### config.mk
export PLATFORM = sky130hd
export DESIGN_NAME = nebula_local_inject_arbiter
export DESIGN_NICKNAME = d
export VERILOG_FILES = /design/src/rtl/nebula_local_inject_arbiter.sv
export SDC_FILE = /design/constraint.sdc
export NUM_CORES = 1
export LEC_CHECK = 0
export CORE_MARGIN = 3
export CORE_UTILIZATION = 41
export CTS_BUF_LIST = sky130_fd_sc_hd__clkbuf_16
export DETAILED_ROUTE_END_ITERATION = 10
export PLACE_DENSITY = 0.84
export SYNTH_ARGS = -nofsm -noshare
export SYNTH_HDL_FRONTEND = slang
export SYNTH_SLANG_ARGS = --single-unit
### constraint.sdc
create_clock -name clk -period 4.4 [get_ports clk]
set_input_delay 0.44 -clock clk [delete_from_list [all_inputs] [get_ports clk]]
set_output_delay 0.44 -clock clk [all_outputs]
set_load 0.01 [all_outputs]
### src/rtl/nebula_local_inject_arbiter.sv
// Packet-atomic round-robin arbiter for a router local injection port.
// Define NEBULA_INJ_QOS_EN to give above-normal-QoS requesters precedence in IDLE.
package nebula_inj_pkg;
  localparam int PERF_COUNTER_WIDTH = 32;
  localparam logic [1:0] QOS_NORMAL = 2'd1;
  typedef enum logic [1:0] {
    FLIT_HEAD   = 2'd0,
    FLIT_BODY   = 2'd1,
    FLIT_TAIL   = 2'd2,
    FLIT_SINGLE = 2'd3
  } flit_type_e;
  typedef struct packed {
    flit_type_e  ftype;
    logic [1:0]  qos;
    logic [15:0] seq;
    logic [31:0] data;
  } noc_flit_t;
endpackage

module nebula_local_inject_arbiter
  import nebula_inj_pkg::*;
#(
  parameter int NUM_REQ      = 4,
  parameter int LOCK_TIMEOUT = 256
) (
  input  logic                          clk,
  input  logic                          rst_n,
  input  logic [NUM_REQ-1:0]            req_valid,
  input  noc_flit_t [NUM_REQ-1:0]       req_flit,
  output logic [NUM_REQ-1:0]            req_ready,
  output logic                          out_valid,
  output noc_flit_t                     out_flit,
  input  logic                          out_ready,
  output logic [$clog2(NUM_REQ)-1:0]    owner,
  output logic                          locked,
  output logic [PERF_COUNTER_WIDTH-1:0] packets_granted,
  output logic                          lock_timeout
);
  localparam int IW = $clog2(NUM_REQ);
  localparam int TW = $clog2(LOCK_TIMEOUT + 1);

  typedef enum logic [0:0] {ST_IDLE = 1'b0, ST_LOCKED = 1'b1} state_e;

  // Returns {found, index} of the first set bit at or after ptr, wrapping.
  function automatic logic [IW:0] rr_pick(input logic [NUM_REQ-1:0] mask, input logic [IW-1:0] ptr);
    logic [IW:0] res;
    int          idx;
    res = '0;
    for (int k = NUM_REQ - 1; k >= 0; k--) begin
      idx = (int'(ptr) + k) % NUM_REQ;
      if (mask[idx]) res = {1'b1, IW'(idx)};
      else           res = res;
    end
    return res;
  endfunction

  function automatic logic [IW-1:0] next_ptr(input logic [IW-1:0] p);
    if (int'(p) == NUM_REQ - 1) return '0;
    else                        return p + 1'b1;
  endfunction

  state_e                        state_r;
  logic [IW-1:0]                 rr_ptr_r;
  logic [IW-1:0]                 owner_r;
  logic                          locked_r;
  logic                          out_valid_r;
  noc_flit_t                     out_flit_r;
  logic [PERF_COUNTER_WIDTH-1:0] pkt_cnt_r;
  logic [TW-1:0]                 to_cnt_r;
  logic                          lock_timeout_r;

  logic                          slot_free_s;
  logic [IW:0]                   pick_s;
  logic [IW-1:0]                 sel_s;
  logic                          grant_s;
  logic                          accept_s;
  noc_flit_t                     acc_flit_s;
`ifdef NEBULA_INJ_QOS_EN
  logic [NUM_REQ-1:0]            hi_mask_s;
`endif

  // Winner selection, ready generation and handshake detection
  always_comb begin
    slot_free_s = !out_valid_r || out_ready;
`ifdef NEBULA_INJ_QOS_EN
    hi_mask_s = '0;
    for (int i = 0; i < NUM_REQ; i++) begin
      if (req_valid[i] && (req_flit[i].qos > QOS_NORMAL)) hi_mask_s[i] = 1'b1;
      else                                                  hi_mask_s[i] = 1'b0;
    end
    pick_s = (|hi_mask_s) ? rr_pick(hi_mask_s, rr_ptr_r) : rr_pick(req_valid, rr_ptr_r);
`else
    pick_s = rr_pick(req_valid, rr_ptr_r);
`endif
    sel_s   = '0;
    grant_s = 1'b0;
    case (state_r)
      ST_IDLE: begin
        sel_s   = pick_s[IW-1:0];
        grant_s = pick_s[IW];
      end
      ST_LOCKED: begin
        sel_s   = owner_r;
        grant_s = 1'b1;
      end
      default: begin
        sel_s   = '0;
        grant_s = 1'b0;
      end
    endcase
    req_ready = '0;
    if (rst_n && grant_s && slot_free_s) req_ready[sel_s] = 1'b1;
    else                                 req_ready = '0;
    accept_s   = req_valid[sel_s] && req_ready[sel_s];
    acc_flit_s = req_flit[sel_s];
  end

  // Arbitration state, output register, packet counter and lock watchdog
  always_ff @(posedge clk or negedge rst_n) begin
    if (!rst_n) begin
      state_r        <= ST_IDLE;
      rr_ptr_r       <= '0;
      owner_r        <= '0;
      locked_r       <= 1'b0;
      out_valid_r    <= 1'b0;
      out_flit_r     <= '0;
      pkt_cnt_r      <= '0;
      to_cnt_r       <= '0;
      lock_timeout_r <= 1'b0;
    end else begin
      if (accept_s) begin
        out_valid_r <= 1'b1;
        out_flit_r  <= acc_flit_s;
      end else if (out_ready) begin
        out_valid_r <= 1'b0;
      end else begin
        out_valid_r <= out_valid_r;
      end
      case (state_r)
        ST_IDLE: begin
          to_cnt_r <= '0;
          if (accept_s) begin
            owner_r <= sel_s;
            // Stray BODY/TAIL in IDLE is forwarded like a SINGLE but not counted
            case (acc_flit_s.ftype)
              FLIT_HEAD: begin
                state_r   <= ST_LOCKED;
                locked_r  <= 1'b1;
                pkt_cnt_r <= pkt_cnt_r + 1'b1;
              end
              FLIT_SINGLE: begin
                rr_ptr_r  <= next_ptr(sel_s);
                pkt_cnt_r <= pkt_cnt_r + 1'b1;
              end
              default: rr_ptr_r <= next_ptr(sel_s);
            endcase
          end
        end
        ST_LOCKED: begin
          if (accept_s) begin
            to_cnt_r <= '0;
            if (acc_flit_s.ftype == FLIT_TAIL) begin
              state_r  <= ST_IDLE;
              locked_r <= 1'b0;
              rr_ptr_r <= next_ptr(owner_r);
            end
          end else if (!req_valid[owner_r]) begin
            if (to_cnt_r != TW'(LOCK_TIMEOUT)) to_cnt_r <= to_cnt_r + 1'b1;
            if (to_cnt_r == TW'(LOCK_TIMEOUT - 1)) lock_timeout_r <= 1'b1;
          end
        end
        default: begin
          state_r  <= ST_IDLE;
          locked_r <= 1'b0;
          to_cnt_r <= '0;
        end
      endcase
    end
  end

  assign out_valid       = out_valid_r;
  assign out_flit        = out_flit_r;
  assign owner           = owner_r;
  assign locked          = locked_r;
  assign packets_granted = pkt_cnt_r;
  assign lock_timeout    = lock_timeout_r;

endmodule
==> impl_metrics.ini <==
[floorplan]
fp.dieH_um = 129
die_area_um2 = 16600
core_area_um2 = 14600
start_util = 0.423
rows = 44
dieWidth_um = 129
io_pins = 308

[global_route]
grt_pass1_wl_um = 32900
grt_max_degree = 57
grt_usage = 0.250
antenna_found_initial = 0
overflow = 0
grt_pass1_vias = 6302

[cts]
cts_hold_buf = 0
htree_levels = 3
clk_pin_slew_ps = 70
root_buffer = clkbuf_16
postCtsSetupBuffers = 0
insertion_delay_ps = 340
numCtsBuffers = 9
clockBufferDepth = 2
cts_resized = 0
cts_tree = done
cts_sinks = 101

[drt]
wl_per_cell_um = 16.5
firstDrtPassIters = 8
antenna_left = 0
drt-initial-drc-count = 429
routed_via_density = 5.16
vias = 6734
drc_errors = 0
drt-total-wl_um = 21600

[layout]
areaGrowthSynthToFinish_pct = 55.3
register_area_um2 = 2530
layout.cells.most_common_list = 306 x clkdlybuf4s50_1, 189 x nor2_1, 181 x nand2_1, 106 x o21ai_0, 101 x dfrtp_1
multi_input_area_um2 = 3400
layout_commonest_cell = clkdlybuf4s50_1
nFillCells = 1259
diodes = 0
fin_area_um2 = 9620
nNetsFinal = 1340
drive_above_1_share = 0.0491

[placement]
place.gp.congestion = 0.864
dp_hpwl_um = 16500
io_buffers = 307
dpl_cell_area_um2 = 9360

[sta]
skew_ps = 8.62
slew_violations = 0
slew_headroom = 0.557
hold_viol_final = 0
rsz0062_at_grt = no
setup_tns_ps = 0
post-route-min-period_ps = 3950
max_freq_mhz = 253
finalCritPeriodShare = 0.897
max_slew.worst_pin.slew_ps = 665
setup_viol = 0

[status]
status = finished clean

[synthesis]
async_flop_share = 1.00
synth.avg_cell_area_um2 = 7.37
synth_cell_types = 51
ys_warn_count = 0
seq_area_frac_synth = 0.408
synthCells = 840
ys_ff_latch = 101
syn_area_um2 = 6190
synth_edf_count = 0
synth-main-ff-cell = dfrtp_1
syn-num-nets = 1063

[power_and_ir_drop]
total_power_mw = 5.38
p_per_area_nw_per_um2 = 559
ir_drop_uv = 302
leakage_nw = 4.19

[critical_path]
crit_arrival_ps = 4200
cp_max_fo = 56
reg2reg_setup_slack_ps = 720
end_kind = flop
start_kind = primary input
critPathKind = primary input to flop
worstPathRequired_ps = 4660

[job]
cap_violations = 0

[hold_path]
min_path_type = primary input to async pin
[synth_stat cells (5+ instances only)]
master	count	area [µm²]
nand2_1	181	679
buf_1	6	22.5
o21ai_0	106	531
mux2_2	6	67.6
and3_1	7	43.8
buf_2	5	25.0
nand2b_1	6	37.5
xor2_1	32	280
nor3_1	12	60.1
clkbuf_1	38	143
ha_1	8	100
xnor2_1	6	52.6
dfrtp_1	101	2530
nand3_1	66	330
inv_1	9	33.8
nand4_1	7	43.8
nor4_2	9	113
nor2_1	189	709
[area by class of cell]
type                    instances  area share
inverters                      10     0.00403
clock inverters                 6     0.00325
multi-input cells             675       0.353
clock buffers                   9      0.0234
flip-flops and latches        101       0.263
repair buffers                320       0.329
well taps                     184      0.0239
[sequential cells by signal (all words and copies together), names as in the netlist]
name	flops
rr_ptr_r	2
owner	2
packets_granted	32
lock_timeout	1
out_valid	1
out_flit	52
to_cnt_r	9
locked	1
state_r	1
[metal layers]
metal  track usage  routed length [µm]  up-vias  part of all wire
met2         0.418               10600      259              0.49
met3        0.0681                1910       24             0.088
li1              -                   -     3323                 -
met1         0.320                8750     3128              0.41
met4        0.0692                 363        0             0.017
met5             0                   0        -                 0
[critical path, stage by stage]
cell	delay [ps]
clkdlybuf4s50_1	660
nand2_1	80
and3_1	210
o311ai_4	250
buf_4	580
nand2_1	120
nand3_1	100
o21ai_0	140
ha_1	350
nor2_1	90
buf_4	170
nand3_1	100
nor2_1	290
nand2_1	210
nor4_2	200
xor2_1	190
[final timing paths]
kind	to	cells after the start	from
max in group asynchronous	out_flit[50]	3	rst_n
max	packets_granted[24]	16	req_valid[1]
max reg2reg	packets_granted[24]	15	rr_ptr_r[0]
min	packets_granted[4]	2	rst_n
min in group clk	packets_granted[31]	1	packets_granted[31]
min reg2reg	packets_granted[31]	1	packets_granted[31]
[stage by stage]
stage	setup slack, ps	hold slack [ps]	utilization	std cells
3_3_place_gp	286	455	0.639	1290
2_1_floorplan	735	144	-	840
5_1_grt	94.5	297	0.657	1305
6_report	452	249	0.657	1305
3_5_place_dp	137	465	0.639	1290
4_1_cts	480	267	0.657	1305
[cell families (layout without fill, tap and decap cells)]
kind of cell,after synthesis,after routing,share of synthesized area
compound gates,127,127,0.114
xor+xnor,38,38,0.0537
fa+ha+maj,8,8,0.0162
buf+inv,64,345,0.0453
flops,101,101,0.408
mux,8,8,0.0162
simple gates,494,494,0.347
[report_power, final]
group          internal, mW  switching, mW  total (mW)
registers              1.23          0.217        1.44
clock network         0.376          0.344       0.719
logic                  1.34           1.87        3.21
total                  2.95           2.43        5.38
Note: power is estimated with default switching activity, not from simulation.
